==> config.mk <==
export PLATFORM = sky130hd
export DESIGN_NAME = retire_trace_tx
export DESIGN_NICKNAME = d
export VERILOG_FILES = /design/src/rtl/retire_trace_pkg.sv /design/src/rtl/retire_trace_fifo.sv /design/src/rtl/retire_trace_tx.sv
export SDC_FILE = /design/constraint.sdc
export NUM_CORES = 1
export LEC_CHECK = 0
export ABC_AREA = 0
export CORE_ASPECT_RATIO = 2
export CORE_MARGIN = 8
export CORE_UTILIZATION = 30
export DETAILED_ROUTE_END_ITERATION = 16
export PLACE_DENSITY = 0.53
export SLEW_MARGIN = 20
export SYNTH_ARGS = -nofsm -noshare
export SYNTH_HDL_FRONTEND = slang
export SYNTH_SLANG_ARGS = --single-unit
==> constraint.sdc <==
create_clock -name clk -period 6.45 [get_ports clk]
set_input_delay 0.9675 -clock clk [delete_from_list [all_inputs] [get_ports clk]]
set_output_delay 0.9675 -clock clk [all_outputs]
set_load 0.005 [all_outputs]
==> src/rtl/retire_trace_pkg.sv <==
// Shared widths, default depth and pending-retire entry layout for the retire trace path.
package retire_trace_pkg;

  localparam int unsigned DEPTH_DEFAULT = 4;
  localparam int unsigned PC_W          = 32;
  localparam int unsigned IDX_W         = 5;
  localparam int unsigned DATA_W        = 32;

  typedef struct packed {
    logic [PC_W-1:0]   pc;
    logic              need_wb;
    logic              done;
    logic [IDX_W-1:0]  index;
    logic [DATA_W-1:0] data;
  } trace_entry_t;

endpackage

==> src/rtl/retire_trace_fifo.sv <==
// In-order pending-retire storage; a deferred write completes the oldest entry still waiting for data.
module retire_trace_fifo
  import retire_trace_pkg::*;
#(
  parameter int unsigned DEPTH = DEPTH_DEFAULT,
  localparam int unsigned PTR_W = $clog2(DEPTH),
  localparam int unsigned CNT_W = PTR_W + 1
) (
  input  logic              clk,
  input  logic              rst_b,
  input  logic              push,
  input  trace_entry_t      push_entry,
  input  logic              pop,
  input  logic              mark,
  input  logic [DATA_W-1:0] mark_data,
  output trace_entry_t      head,
  output logic              pend_hit,
  output logic [CNT_W-1:0]  count
);

  trace_entry_t     mem [DEPTH];
  logic [PTR_W-1:0] rd_ptr;
  logic [PTR_W-1:0] wr_ptr;
  logic [PTR_W-1:0] mark_ptr;
  logic [PTR_W-1:0] scan_ptr;

  // Oldest occupied entry still waiting for its deferred write; head view includes a same-cycle mark.
  always_comb begin
    pend_hit = 1'b0;
    mark_ptr = rd_ptr;
    scan_ptr = rd_ptr;
    for (int unsigned i = 0; i < DEPTH; i++) begin
      scan_ptr = rd_ptr + PTR_W'(i);
      if (!pend_hit && (CNT_W'(i) < count) &&
          mem[scan_ptr].need_wb && !mem[scan_ptr].done) begin
        pend_hit = 1'b1;
        mark_ptr = scan_ptr;
      end
    end
    head = mem[rd_ptr];
    if (mark && pend_hit && (mark_ptr == rd_ptr)) begin
      head.done = 1'b1;
      head.data = mark_data;
    end
  end

  always_ff @(posedge clk or negedge rst_b) begin
    if (!rst_b) begin
      for (int unsigned i = 0; i < DEPTH; i++) begin
        mem[i] <= '0;
      end
      rd_ptr <= '0;
      wr_ptr <= '0;
      count  <= '0;
    end else begin
      if (mark && pend_hit) begin
        mem[mark_ptr].done <= 1'b1;
        mem[mark_ptr].data <= mark_data;
      end
      if (push) begin
        mem[wr_ptr] <= push_entry;
        wr_ptr      <= wr_ptr + PTR_W'(1);
      end
      if (pop) begin
        rd_ptr <= rd_ptr + PTR_W'(1);
      end
      count <= count + CNT_W'(push) - CNT_W'(pop);
    end
  end

endmodule

==> src/rtl/retire_trace_tx.sv <==
// Retire trace transmitter: builds entries from retires, bypasses when idle, emits in order to the pads.
module retire_trace_tx
  import retire_trace_pkg::*;
#(
  parameter int unsigned DEPTH = DEPTH_DEFAULT
) (
  input  logic              clk,
  input  logic              rst_b,
  input  logic              rtu_retire_vld,
  input  logic [PC_W-1:0]   rtu_retire_pc,
  input  logic              rtu_wb_en,
  input  logic [IDX_W-1:0]  rtu_wb_index,
  input  logic [DATA_W-1:0] rtu_wb_data,
  input  logic              rtu_wb_pend,
  input  logic              lsu_wb_en,
  input  logic [DATA_W-1:0] lsu_wb_data,
  output logic              biu_pad_retire,
  output logic [PC_W-1:0]   biu_pad_retire_pc,
  output logic              biu_pad_wb_gpr_en,
  output logic [IDX_W-1:0]  biu_pad_wb_gpr_index,
  output logic [DATA_W-1:0] biu_pad_wb_gpr_data,
  output logic              trace_full,
  output logic              trace_ovf,
  output logic              trace_err
);

  localparam int unsigned CNT_W = $clog2(DEPTH) + 1;

  trace_entry_t      in_entry;
  trace_entry_t      head;
  trace_entry_t      emit_entry;
  logic [CNT_W-1:0]  count;
  logic              pend_hit;
  logic              in_need;
  logic              in_pend;
  logic              lsu_to_in;
  logic              lsu_err;
  logic              fifo_empty;
  logic              pop;
  logic              push;
  logic              bypass;
  logic              emit;
  logic              drop;
  logic              wb_stage_vld;
  logic [IDX_W-1:0]  wb_stage_index;
  logic [DATA_W-1:0] wb_stage_data;

  assign trace_full = (count == CNT_W'(DEPTH));

  // A deferred write goes to the FIFO if anything there waits, else to a pending retire arriving now.
  always_comb begin
    in_need   = (rtu_wb_en || rtu_wb_pend) && (rtu_wb_index != '0);
    in_pend   = rtu_wb_pend && in_need;
    lsu_to_in = lsu_wb_en && !pend_hit && rtu_retire_vld && in_pend;
    lsu_err   = lsu_wb_en && !pend_hit && !lsu_to_in;

    in_entry.pc      = rtu_retire_pc;
    in_entry.need_wb = in_need;
    in_entry.done    = !in_pend || lsu_to_in;
    in_entry.index   = rtu_wb_index;
    in_entry.data    = lsu_to_in ? lsu_wb_data : rtu_wb_data;

    fifo_empty = (count == '0);
    pop        = !fifo_empty && head.done;
    bypass     = fifo_empty && rtu_retire_vld && in_entry.done;
    emit       = pop || bypass;
    emit_entry = pop ? head : in_entry;
    push       = rtu_retire_vld && !bypass && (!trace_full || pop);
    drop       = rtu_retire_vld && !bypass && trace_full && !pop;
  end

  retire_trace_fifo #(.DEPTH(DEPTH)) u_fifo (
    .clk        (clk),
    .rst_b      (rst_b),
    .push       (push),
    .push_entry (in_entry),
    .pop        (pop),
    .mark       (lsu_wb_en),
    .mark_data  (lsu_wb_data),
    .head       (head),
    .pend_hit   (pend_hit),
    .count      (count)
  );

  // Retire pulse one cycle after emit; the GPR write trails it by one more through an internal stage.
  always_ff @(posedge clk or negedge rst_b) begin
    if (!rst_b) begin
      biu_pad_retire       <= 1'b0;
      biu_pad_retire_pc    <= '0;
      biu_pad_wb_gpr_en    <= 1'b0;
      biu_pad_wb_gpr_index <= '0;
      biu_pad_wb_gpr_data  <= '0;
      wb_stage_vld         <= 1'b0;
      wb_stage_index       <= '0;
      wb_stage_data        <= '0;
      trace_ovf            <= 1'b0;
      trace_err            <= 1'b0;
    end else begin
      biu_pad_retire <= emit;
      if (emit) begin
        biu_pad_retire_pc <= emit_entry.pc;
      end
      wb_stage_vld <= emit && emit_entry.need_wb;
      if (emit && emit_entry.need_wb) begin
        wb_stage_index <= emit_entry.index;
        wb_stage_data  <= emit_entry.data;
      end
      biu_pad_wb_gpr_en <= wb_stage_vld;
      if (wb_stage_vld) begin
        biu_pad_wb_gpr_index <= wb_stage_index;
        biu_pad_wb_gpr_data  <= wb_stage_data;
      end
      if (drop) begin
        trace_ovf <= 1'b1;
      end
      if (lsu_err) begin
        trace_err <= 1'b1;
      end
    end
  end

endmodule

; Word level (Yosys, flattened, before mapping)
; Cells that the tools add are included.
[word_totals]
reg_bits = 402
input_bits = 107
out_inout_bits = 74
[classes]
addsub = 6
order_cmp = 12
n_eq_ne = 2
mux = 34
n_bitwise = 6
reduce_logical = 49
[op_table]
columns = op, n
row1 = bitwise mux 284 bit, 3
row2 = binary-select mux 71 bit (select 2 bit), 4
row3 = 2-to-1 mux 284 bit, 2
row4 = demux 71 bit (select 2 bit), 3
row5 = 2-to-1 mux 71 bit, 4
row6 = 2-to-1 mux 39 bit, 6
row7 = 2-to-1 mux 32 bit, 3
row8 = 2-to-1 mux 38 bit, 1
row9 = logical AND 1 bit, 29
row10 = greater-or-equal comparator 3 bit (second input constant), 6
row11 = inverter 2 -> 3 bit, 6
row12 = logical NOT 1 bit, 14
row13 = < comparator 1 x 3 -> 1 bit (first input constant), 2
row14 = < comparator 2 x 3 -> 1 bit (first input constant), 2
row15 = < comparator 3 x 1 -> 1 bit (second input constant), 2
row16 = 2-to-1 mux 2 bit, 3
row17 = 2-to-1 mux 1 bit, 5
row18 = nonzero test 5 bit, 1
row19 = adder 2 x 1 -> 2 bit (second input constant), 2
row20 = adder 2 bit (second input constant), 2
row21 = logical OR 1 bit, 4
row22 = adder 3 x 1 -> 3 bit, 1
row23 = equality test 3 bit (second input constant), 1
row24 = logical NOT 3 bit, 1
row25 = 2 further kinds, 2

; Longest topological paths before layout
; Gate-level depths: netlist (run 1).
[logic_depth]
depth_word = 33
mapped_depth = 13
ltp_nobuf = 12

; Cells and area by module
; Synthesis (run 1) repeated with hierarchy kept, for this count alone.
[hier_totals]
hier_cells = 1834
area_unflattened_um2 = 20872.5
[modules_own_cells]
columns = mod, n_inst, cells_per_inst, area_per_inst_um2, seq_area_each_um2
row1 = retire_trace_fifo, 1, 1320, 14843.0, 7282.0
row2 = retire_trace_tx, 1, 514, 6029.5, 2777.7

; Worst setup path before layout (run 1)
; OpenSTA, ideal clock, no wires.
[synth_timing]
kind = input port to flip-flop
start = input rtu_wb_index[4]
end = register u_fifo.count[1]
setup_ps = 64
arrival_time_ps = 3029
required_ps = 6386
setup_slack_ps = 3357
stages = 11
n_path_buf = 2
cell_sequence = or4_1 -> o21a_1 -> o21ai_0 -> a21oi_1 -> o21a_1 -> buf_6 -> buf_6 -> ha_1 -> inv_1 -> fa_1 -> inv_1
[synth_between]
elab_chain_len = 11
[synth_rtl]
columns = item, line
row1 = start: declaration, retire_trace_tx.sv:12  ; input logic [IDX_W-1:0] rtu_wb_index,
row2 = nonzero test 5 bit (*), retire_trace_tx.sv:52  ; in_need = (rtu_wb_en || rtu_wb_pend) && (rtu_wb_index != '0);
row3 = logical AND 1 bit (*), retire_trace_tx.sv:52
row4 = logical AND 1 bit (*), retire_trace_tx.sv:53  ; in_pend = rtu_wb_pend && in_need;
row5 = logical NOT 1 bit / logical AND 1 bit (equally long branches), "retire_trace_tx.sv:59, retire_trace_tx.sv:54"
row6 = logical OR 1 bit (*), retire_trace_tx.sv:59  ; in_entry.done = !in_pend || lsu_to_in;
row7 = logical AND 1 bit (*), retire_trace_tx.sv:65  ; bypass = fifo_empty && rtu_retire_vld && in_entry.done;
row8 = logical NOT 1 bit (*), retire_trace_tx.sv:68  ; push = rtu_retire_vld && !bypass && (!trace_full || pop);
row9 = logical AND 1 bit (*) (2 in a row), retire_trace_tx.sv:68
row10 = net push, retire_trace_tx.sv:40  ; logic push;
row11 = adder 3 x 1 -> 3 bit (*), retire_trace_fifo.sv:67  ; count <= count + CNT_W'(push) - CNT_W'(pop);
row12 = subtractor 3 x 1 -> 3 bit (*), retire_trace_fifo.sv:67
row13 = end signal: assignment, retire_trace_fifo.sv:67
row14 = end: declaration, retire_trace_fifo.sv:18  ; output logic [CNT_W-1:0] count
; The timed path passes the listed nets; every way through them passes the cells marked *.
; A chain may end at the register's enable or synchronous reset.

; Worst setup path after layout (run 1)
[layout_timing]
start = register u_fifo.rd_ptr[0]
end = register u_fifo.mem[174] (netlist bit)
[layout_between]
elab_chain_len = 32
[layout_rtl]
columns = item, line
row1 = start: declaration, retire_trace_fifo.sv:22  ; logic [PTR_W-1:0] rd_ptr;
row2 = start signal: assignment, retire_trace_fifo.sv:65  ; rd_ptr <= rd_ptr + PTR_W'(1);
row3 = "parallel branches: the longest is 31 deep, another holds binary-select mux 71 bit (select 2 bit)", --
row4 = 2-to-1 mux 284 bit (*), retire_trace_fifo.sv:60  ; if (push) begin
row5 = end signal: indexed assignment, retire_trace_fifo.sv:61  ; mem[wr_ptr] <= push_entry;
row6 = end: declaration, retire_trace_fifo.sv:21  ; trace_entry_t mem [DEPTH];
; Every way passes the cells marked *. The select of a mux whose other input is x is not followed.

==> metrics.txt, run 1 <==
cts bufs inserted=a little over 40; final clock skew=0.02426 ns; pre-CTS setup slack=1.676 ns; GR Overflow Total=0; slowest stage delay, CP=around 1.1 ns; largest net degree at the start of global routing=130; worst skew pair latency=0.56 ns; Setup crit end kind=flop; WL per Instance=about 21 um; HP Class=in2async; top_reg_cell synth=dfrtp_1; Starting Density=30.15%; Fin. Hold Viols=0; P per Cell Area=between 500 and 600 mW/mm^2; run status=completed; DRC=0; period utilization=between 70% and 80%; setup tns final=0 ns; vias=approximately 14,000; Worst path slowest cell=dfrtp_4; GR Util All Layers=15.51%; final slew viol count=0; Leak=9.904 nW; top post-synthesis cells by area=dfrtp_1 (53%), mux4_2 (8.6%), nand2_1 (7.9%); Post-Syn Area per Cell=11.20 sq um; Adder-Cell Fraction of Synth Area=0.5627%; reg2reg path depth=8; root buffer cell=clkbuf_16; CORE AREA=0.06343 sq mm; global-route wire length before repair=90,060 um; Min Clock Period, post-route=4.705 ns; post-place instance area=0.02162 sq mm; initial antenna violation count=8; XOR/XNOR share of the synthesized area=0.3141%; slew of the pin with the lowest slew margin=1.139 ns; # clock sinks=402; largest family of logic cells by synthesized area=multiplexers; post-route ant nets=0; Peak VDD IR=312.4 uV; Reg-to-Reg Start=u_fifo.rd_ptr[0]; Sw Share=roughly 37%; DRT Wirelength=57,010 um; r2r endpoint=u_fifo.mem[174]; Req. time, crit path=6.87 ns; WP data arrival=5.13 ns; gpl congestion=0.7332; unique cell type count in the Yosys netlist=58; CTS Hold Bufs=0; Synth top area share=52.61%; chip width=194.5 um; Synth area leader=dfrtp_1; Synth-to-Final Area Change=20.96%; via density per instance=5.223; Final nets=1,949; sequential share of power=34.3%; Slew headroom=about a quarter; internal power=8.532 mW; final setup fails=0; Gate power share=46.3%; crit path max fanout=51; share of synthesized area spent on multiplexers=16.21%; post-synthesis cell count=about 1,700; post-synthesis compound-gate area fraction=approximately 15%; Post-synth EDFFs=0; CTS tree=built; final worst setup slack=1.745 ns; Post-CTS Setup Bufs=0; syn nets=roughly 1,800; most frequent cells in the layout=dfrtp_1 (399), nand2_1 (397), clkdlybuf4s50_1 (179); commonest non-fill, non-tap cell in the layout=dfrtp_1; IO buf count=180; Register-to-Register Setup Slack=1.74 ns; Critical Path, Cell by Cell=inv_2 > o31ai_4 > o21ai_1 > a221oi_4 > o21a_1 > nand2_4 > buf_4 > mux2_1; Ports=about 180; Fillers=a little over 6,000; design area=0.02313 sq mm; layout cells sized above 1=13.99%; die height=373.0 um; Initial DRC Count=1,126; max-cap viol count=0; clk slew on worst S/H paths=around 0.060 ns; Post-DP HPWL=roughly 35,000 um; Die ar.=0.07256 sq mm; YS warnings=0; total power=13.65 mW; simple-gate share of the synthesized area=approximately 11%; Crit Path Class=reg2reg; FMAX=0.2125 GHz; post-synthesis sequential area ratio=between 50% and 60%; Net Sw Power=5.114 mW; Clk pwr share=19.4%; via count of the first global-routing pass=about 15,000; post-synthesis async set-or-reset flop share=100.0%; Seq cells post-synth=402; Max Buffers Root-to-Sink=3; drt pass-1 iters=5; RSZ-0062 raised after global routing=no; critical path launch point type=flop; Mapped Area=0.01912 sq mm; row count=131; post-CTS sizing=0; # H-tree levels=2
-- sequential cells by signal (all words and copies together) (netlist names), 2 cells and up --
name and cells:
u_fifo.mem 284, biu_pad_retire_pc 32, biu_pad_wb_gpr_data 32, wb_stage_data 32, biu_pad_wb_gpr_index 5, wb_stage_index 5
u_fifo.count 3, u_fifo.rd_ptr 2, u_fifo.wr_ptr 2
-- worst max-delay path by stage --
stage                           from         endpoint  slack, ns  depth (start not counted)
CTS                 u_fifo.rd_ptr[0]  u_fifo.mem[177]       1.62                          8
global route        u_fifo.rd_ptr[0]  u_fifo.mem[178]       1.38                          8
finish              u_fifo.rd_ptr[0]  u_fifo.mem[174]       1.74                          8
global placement     rtu_wb_index[4]  u_fifo.mem[178]       1.66                          9
detailed placement   rtu_wb_index[4]  u_fifo.mem[177]       1.68                          9
floorplan            rtu_wb_index[4]  u_fifo.count[1]       3.36                         11
-- per-layer routing --
| layer | vias to the layer above | global-route usage [%] | routed length [um] |
|---|---|---|---|
| met5 | - | 0 | 52 |
| met2 | 395 | 25.11 | 26870 |
| met4 | 8 | 4.266 | 1154 |
| met1 | 7092 | 20.54 | 25470 |
| met3 | 73 | 3.642 | 3454 |
| li1 | 6367 | - | - |
-- area by class of cell --
class / count / area, sq um / share of cell area [%]
clock inverter: 14 / 231.5 / 1.001
clock buffer: 61 / 1264 / 5.463
multi-input combinational: 1132 / 8308 / 35.92
sequential: 402 / 10070 / 43.54
timing repair buffer: 212 / 2079 / 8.990
antenna: 4 / 10.01 / 0.04327
inverter: 45 / 168.9 / 0.7302
tap: 798 / 998.5 / 4.317
-- Yosys cell counts, types with 6 or more instances --
library cell	n
dfrtp_1	402
nand2_1	400
nor2_1	105
mux4_2	73
o21a_1	67
a32oi_1	65
o32a_1	64
buf_2	62
mux2_1	50
mux2_2	49
inv_1	43
clkbuf_1	41
o21ai_0	41
a21oi_1	39
o21ai_1	35
mux2i_1	34
o22ai_1	33
buf_1	13
buf_6	9
ha_1	7
and2_1	6
-- per-stage QoR --
| stage | utilization, % | hold slack, ns | cells |
|---|---|---|---|
| final | 36.47 | 0.4298 | 2668 |
| after global routing | 36.45 | 0.4824 | 2664 |
| after CTS | 36.45 | 0.4699 | 2664 |
| after detailed placement | 34.09 | 0.4577 | 2589 |
| after global placement | 34.07 | 0.4523 | 2588 |
| after floorplan | - | 0.3519 | 1708 |
-- power groups by stage --
| stage | Sequential, mW | Clock [mW] | Combinational, mW |
|---|---|---|---|
| 3_5_place_dp | 4.72 | 0 | 6.42 |
| 2_1_floorplan | 4.32 | 0 | 4.71 |
| 3_3_place_gp | 4.70 | 0 | 6.31 |
| 5_1_grt | 4.85 | 2.82 | 6.99 |
| 4_1_cts | 4.69 | 2.73 | 6.44 |
| 6_report | 4.69 | 2.65 | 6.32 |
-- logic make-up after synthesis --
logic type	Yosys count
and+or+nand+nor	538
DFF	402
AOI/OAI and AO/OA	374
muxes	206
buffers and inverters	174
adders and majority gates	8
xor gates and xnor gates	6
-- critical path: cells and delay by family (launching register included) --
kind,cells,cell delay (ns)
simple gates,1,0.62
compound gates,4,1.78
mux,1,0.34
flops,1,1.10
buf+inv,2,0.68
Note: power is estimated with default switching activity, not from simulation.
==> inputs of run 2 (changes only) <==
clock period = 4.8 ns   (was 6.45 ns; I/O delays follow)
==> metrics.txt, run 2 (synthesized netlist as in run 1, its figures left out) <==
run status=completed (unchanged); Req. time, crit path=5.27 ns (was 6.87 ns); FMAX=0.2663 GHz (was 0.2125 GHz); setup tns final=0 ns (unchanged); largest net degree at the start of global routing=113 (was 130); # H-tree levels=2 (unchanged); pre-CTS setup slack=0.7328 ns (was 1.676 ns); DRT Wirelength=58,000 um (was 57,010 um); sequential share of power=32.9% (was 34.3%); max-cap viol count=0 (unchanged); Die ar.=0.07256 sq mm (unchanged); post-CTS sizing=0 (unchanged); Initial DRC Count=1,058 (was 1,126); internal power=11.72 mW (was 8.532 mW); critical path launch point type=flop (unchanged); drt pass-1 iters=5 (unchanged); # clock sinks=402 (unchanged); Slew headroom=29.18% (was 23.92%); most frequent cells in the layout=dfrtp_1 (399), nand2_1 (397), clkdlybuf4s50_1 (179) (unchanged); Ports=181 (unchanged); CORE AREA=0.06343 sq mm (unchanged); via density per instance=5.215 (was 5.223); initial antenna violation count=7 (was 8); HP Class=in2async (unchanged); WL per Instance=21.63 um (was 21.37 um); die height=373.0 um (unchanged); via count of the first global-routing pass=14,530 (was 14,560); slew of the pin with the lowest slew margin=1.062 ns (was 1.139 ns); final slew viol count=0 (unchanged); GR Util All Layers=15.85% (was 15.51%); cts bufs inserted=42 (was 41); Worst path slowest cell=dfrtp_4 (unchanged); chip width=194.5 um (unchanged); Sw Share=37.40% (was 37.48%); CTS tree=built (unchanged); Final nets=1,961 (was 1,949); gpl congestion=0.7708 (was 0.7332); Setup crit end kind=flop (unchanged); clk slew on worst S/H paths=0.07 ns (was 0.06 ns); IO buf count=180 (unchanged); worst skew pair latency=0.56 ns (about the same); Fin. Hold Viols=0 (unchanged); RSZ-0062 raised after global routing=no (unchanged); P per Cell Area=801.4 mW/mm^2 (was 590.0 mW/mm^2); DRC=0 (unchanged); Net Sw Power=7.001 mW (was 5.114 mW); Gate power share=47.1% (was 46.3%); GR Overflow Total=0 (unchanged); post-route ant nets=0 (unchanged); root buffer cell=clkbuf_16 (unchanged); final worst setup slack=1.045 ns (was 1.745 ns); Clk pwr share=20.0% (was 19.4%); layout cells sized above 1=14.79% (was 13.99%); row count=131 (unchanged); Post-DP HPWL=34,430 um (was 34,540 um); period utilization=78.24% (was 72.95%); global-route wire length before repair=91,490 um (was 90,060 um); Min Clock Period, post-route=3.755 ns (was 4.705 ns); Synth-to-Final Area Change=22.14% (was 20.96%); final setup fails=0 (unchanged); Max Buffers Root-to-Sink=3 (unchanged); Most flops, register=u_fifo.mem (unchanged); vias=13,980 (was 13,940); Post-CTS Setup Bufs=0 (unchanged); slowest stage delay, CP=0.70 ns (was 1.10 ns); Finished Layout Cells=2,681 (was 2,668); final clock skew=0.02739 ns (was 0.02426 ns); Critical Path, Cell by Cell=inv_2 > o31ai_4 > o21ai_1 > a221oi_4 > o21a_1 > and2_2 > buf_4 > a32oi_1 > o21ai_1 (was inv_2 > o31ai_4 > o21ai_1 > a221oi_4 > o21a_1 > nand2_4 > buf_4 > mux2_1); design area=0.02336 sq mm (was 0.02313 sq mm); # placed instances=2,600 (was 2,589); Peak VDD IR=406.9 uV (was 312.4 uV); most numerous cell on the critical path=o21ai_1; Largest register FFs=284 (unchanged); crit path max fanout=23 (was 51); WP data arrival=4.23 ns (was 5.13 ns); Starting Density=30.15% (unchanged); post-place instance area=0.02176 sq mm (was 0.02162 sq mm); commonest non-fill, non-tap cell in the layout=dfrtp_1 (unchanged); Leak=10.02 nW (was 9.904 nW); CTS Hold Bufs=0 (unchanged); Crit Path Class=reg2reg (unchanged)
run 2: changes by cell type in the layout (fill, tap and decap cells not counted), sizes merged:
cell	delta
diode	-1
clkbuf	-6
clkinvlp	+4
inv	-2
buf	+11
bufinv	+3
clkinv	+4
run 2: area by class of cell:
type | count | area [sq um]
diodes | 3 | 7.507
clock buffers | 55 | 1234
clock inverters | 23 | 354.1
fillers | 6198 | 40080
inverters | 45 | 168.9
multi-input cells | 1132 | 8308
flip-flops and latches | 402 | 10070
well taps | 798 | 998.5
repair buffers | 223 | 2217
run 2: per-stage QoR:
| stage | power (mW) | hold slack (ns) | util (%) |
|---|---|---|---|
| after global placement | 14.99 | 0.4526 | 34.31 |
| after CTS | 19.02 | 0.2524 | 36.81 |
| after floorplan | 12.14 | 0.3519 | - |
| after global routing | 20.09 | 0.2622 | 36.81 |
| final | 18.72 | 0.1813 | 36.82 |
| after detailed placement | 15.15 | 0.4570 | 34.31 |
run 2: worst max-delay path: cells and delay by family (launching register included):
family / cells / cell delay, ns
buffers and inverters: 2 / 0.59
AND/OR/NAND/NOR: 1 / 0.53
flip-flops: 1 / 0.70
AO/OA/AOI/OAI: 6 / 1.83
run 2: per-layer routing:
metal / share of wire, % / wire, um / track usage, % / vias to the layer above
met4: 2.0 / 1158 / 4.150 / 8
met1: 46 / 26670 / 21.92 / 7100
li1: - / - / - / 6405
met2: 46 / 26720 / 24.96 / 396
met5: 0.095 / 55 / 0 / -
met3: 5.9 / 3396 / 3.345 / 72
run 2: final timing paths:
kind	cells past startpoint	slack, ns	endpoint	startpoint
hold reg to reg	2	0.47	u_fifo.mem[129]	u_fifo.mem[129]
max in group asynchronous	2	3.32	biu_pad_retire_pc[23]	rst_b
setup / recovery	9	1.04	u_fifo.mem[79]	u_fifo.rd_ptr[0]
min in group clk	2	0.47	u_fifo.mem[129]	u_fifo.mem[129]
hold / removal	1	0.18	biu_pad_wb_gpr_data[8]	rst_b
setup reg to reg	9	1.04	u_fifo.mem[79]	u_fifo.rd_ptr[0]
run 2: power groups by stage:
stage                     Clock, mW  Sequential (mW)  Combinational, mW
after floorplan                   0             5.80               6.33
after global placement            0             6.18               8.81
after detailed placement          0             6.21               8.94
after CTS                      3.87             6.16               8.99
after global routing           3.98             6.37               9.75
final                          3.74             6.16               8.82
==> inputs of run 3 (changes only) <==
clock period = 3.8 ns   (was 4.8 ns; I/O delays follow)
==> metrics.txt, run 3 (synthesized netlist as in run 1, its figures left out) <==
period utilization=87.19% (was 78.24%); Req. time, crit path=4.29 ns (was 5.27 ns); slew of the pin with the lowest slew margin=1.075 ns (was 1.062 ns); final slew viol count=0 (unchanged); via count of the first global-routing pass=14,790 (was 14,530); Leak=10.08 nW (was 10.02 nW); chip width=194.5 um (unchanged); total area of sequential cells=0.01007 sq mm (unchanged); Fillers=6,148 (was 6,198); pre-CTS setup slack=0.2366 ns (was 0.7328 ns); global-route wire length before repair=91,960 um (was 91,490 um); GR Overflow Total=0 (unchanged); IO buf count=180 (unchanged); setup tns final=0 ns (unchanged); Die ar.=0.07256 sq mm (unchanged); Starting Density=30.15% (unchanged); crit path max fanout=17 (was 23); drt pass-1 iters=5 (unchanged); met1 Use GR=21.72% (was 21.92%); met3 Usage GRT=3.219% (was 3.345%); DRT Wirelength=58,500 um (was 58,000 um); RSZ-0062 raised after global routing=no (unchanged); root buffer cell=clkbuf_16 (unchanged); most frequent cells in the layout=dfrtp_1 (399), nand2_1 (397), clkdlybuf4s50_1 (179) (unchanged); final worst setup slack=0.4868 ns (was 1.045 ns); area of the multi-input gates=0.008308 sq mm (unchanged); P per Cell Area=990.7 mW/mm^2 (was 801.4 mW/mm^2); DRC=0 (unchanged); via density per instance=5.259 (was 5.215); Setup crit end kind=flop (unchanged); layout cells sized above 1=15.19% (was 14.79%); Ports=181 (unchanged); Most flops, register=u_fifo.mem (unchanged); total power=23.21 mW (was 18.72 mW); die height=373.0 um (unchanged); commonest non-fill, non-tap cell in the layout=dfrtp_1 (unchanged); vias=14,180 (was 13,980); Synth-to-Final Area Change=22.51% (was 22.14%); final setup fails=0 (unchanged); worst skew pair latency=0.56 ns (about the same); cts bufs inserted=41 (was 42); WL per Instance=21.70 um (was 21.63 um); GR Util All Layers=15.95% (was 15.85%); post-route ant nets=0 (unchanged); critical path launch point type=flop (unchanged); Fin. Hold Viols=0 (unchanged); FMAX=0.3018 GHz (was 0.2663 GHz); HP Class=in2async (unchanged); post-place instance area=0.02207 sq mm (was 0.02176 sq mm); Initial DRC Count=1,115 (was 1,058); Critical Path, Cell by Cell=inv_2 > mux4_2 > or2_4 > a21o_1 > a32oi_2 > a211oi_2 > a21oi_4 > buf_12 > o21a_1 (was inv_2 > o31ai_4 > o21ai_1 > a221oi_4 > o21a_1 > and2_2 > buf_4 > a32oi_1 > o21ai_1); Post-CTS Setup Bufs=0 (unchanged); Min Clock Period, post-route=3.313 ns (was 3.755 ns); # H-tree levels=2 (unchanged); design area=0.02343 sq mm (was 0.02336 sq mm); CP top delay family=compound AO/OA/AOI/OAI gates (unchanged); Post-DP HPWL=35,080 um (was 34,430 um); Slew headroom=28.33% (was 29.18%); clk slew on worst S/H paths=0.06 ns (was 0.07 ns); initial antenna violation count=4 (was 7); CORE AREA=0.06343 sq mm (unchanged); Peak VDD IR=639.8 uV (was 406.9 uV); largest net degree at the start of global routing=101 (was 113); WP data arrival=3.81 ns (was 4.23 ns); slowest stage delay, CP=0.60 ns (was 0.70 ns); GR peak layer=met2 (unchanged); Largest register FFs=284 (unchanged); CTS Hold Bufs=0 (unchanged); # clock sinks=402 (unchanged); Final nets=1,981 (was 1,961); hold_ws=0.05699 ns (was 0.1813 ns); M2 GR Usage=25.74% (was 24.96%); Worst Path Buf+Inv=2 (unchanged); CTS tree=built (unchanged); post-CTS sizing=0 (unchanged); Max Buffers Root-to-Sink=3 (unchanged); Worst path slowest cell=a21oi_4 (was dfrtp_4); final clock skew=0.02954 ns (was 0.02739 ns); run status=completed (unchanged); Crit Path Class=reg2reg (unchanged); max-cap viol count=0 (unchanged); gpl congestion=0.7694 (was 0.7708); row count=131 (unchanged)
## run 3: cell count changes in the layout (fill, tap and decap cells not counted)
cell	previous run	this run
clkinv_2	9	7
clkbuf_16	45	43
buf_4	36	45
bufinv_16	9	2
clkbuf_8	7	9
clkbuf_1	3	9
clkinvlp_4	4	2
diode_2	3	2
buf_12	7	19
## run 3: worst paths after layout
check / start / to / slack, ns / cells past startpoint
setup / recovery: u_fifo.rd_ptr[1] / u_fifo.mem[149] / 0.49 / 9
hold / removal: rst_b / wb_stage_data[6] / 0.06 / 1
setup reg to reg: u_fifo.rd_ptr[1] / u_fifo.mem[149] / 0.49 / 9
hold reg to reg: trace_err / trace_err / 0.46 / 1
max in group asynchronous: rst_b / u_fifo.mem[271] / 2.81 / 2
min in group clk: trace_err / trace_err / 0.46 / 1
## run 3: layout make-up
cell class | count | area share (%)
clock buffers | 61 | 5.266
flip-flops and latches | 402 | 42.98
inverters | 45 | 0.7210
well taps | 798 | 4.262
repair buffers | 244 | 10.78
multi-input cells | 1132 | 35.46
diodes | 2 | 0.02136
clock inverters | 12 | 0.5074
## run 3: power by group
part / internal [mW] / switching, mW / total (mW)
Clock: 2.38 / 1.74 / 4.12
Sequential: 6.48 / 1.20 / 7.68
Combinational: 5.56 / 5.84 / 11.4
Total: 14.4 / 8.78 / 23.2
## run 3: worst reg2reg max path, stage by stage (launching register included)
cell	delay, ns
dfrtp_4	0.52
inv_2	0.14
mux4_2	0.53
or2_4	0.26
a21o_1	0.21
a32oi_2	0.48
a211oi_2	0.11
a21oi_4	0.60
buf_12	0.27
o21a_1	0.13
## run 3: routing by layer
metal,up-vias,routed length [um]
li1,6417,-
met1,7236,26620
met2,442,27530
met3,78,3294
met4,6,1019
met5,-,38
## run 3: per-stage QoR
stage	util, %	instances
2_1_floorplan	-	1708
3_3_place_gp	34.79	2621
3_5_place_dp	34.79	2621
4_1_cts	36.92	2694
5_1_grt	36.92	2694
6_report	36.93	2696
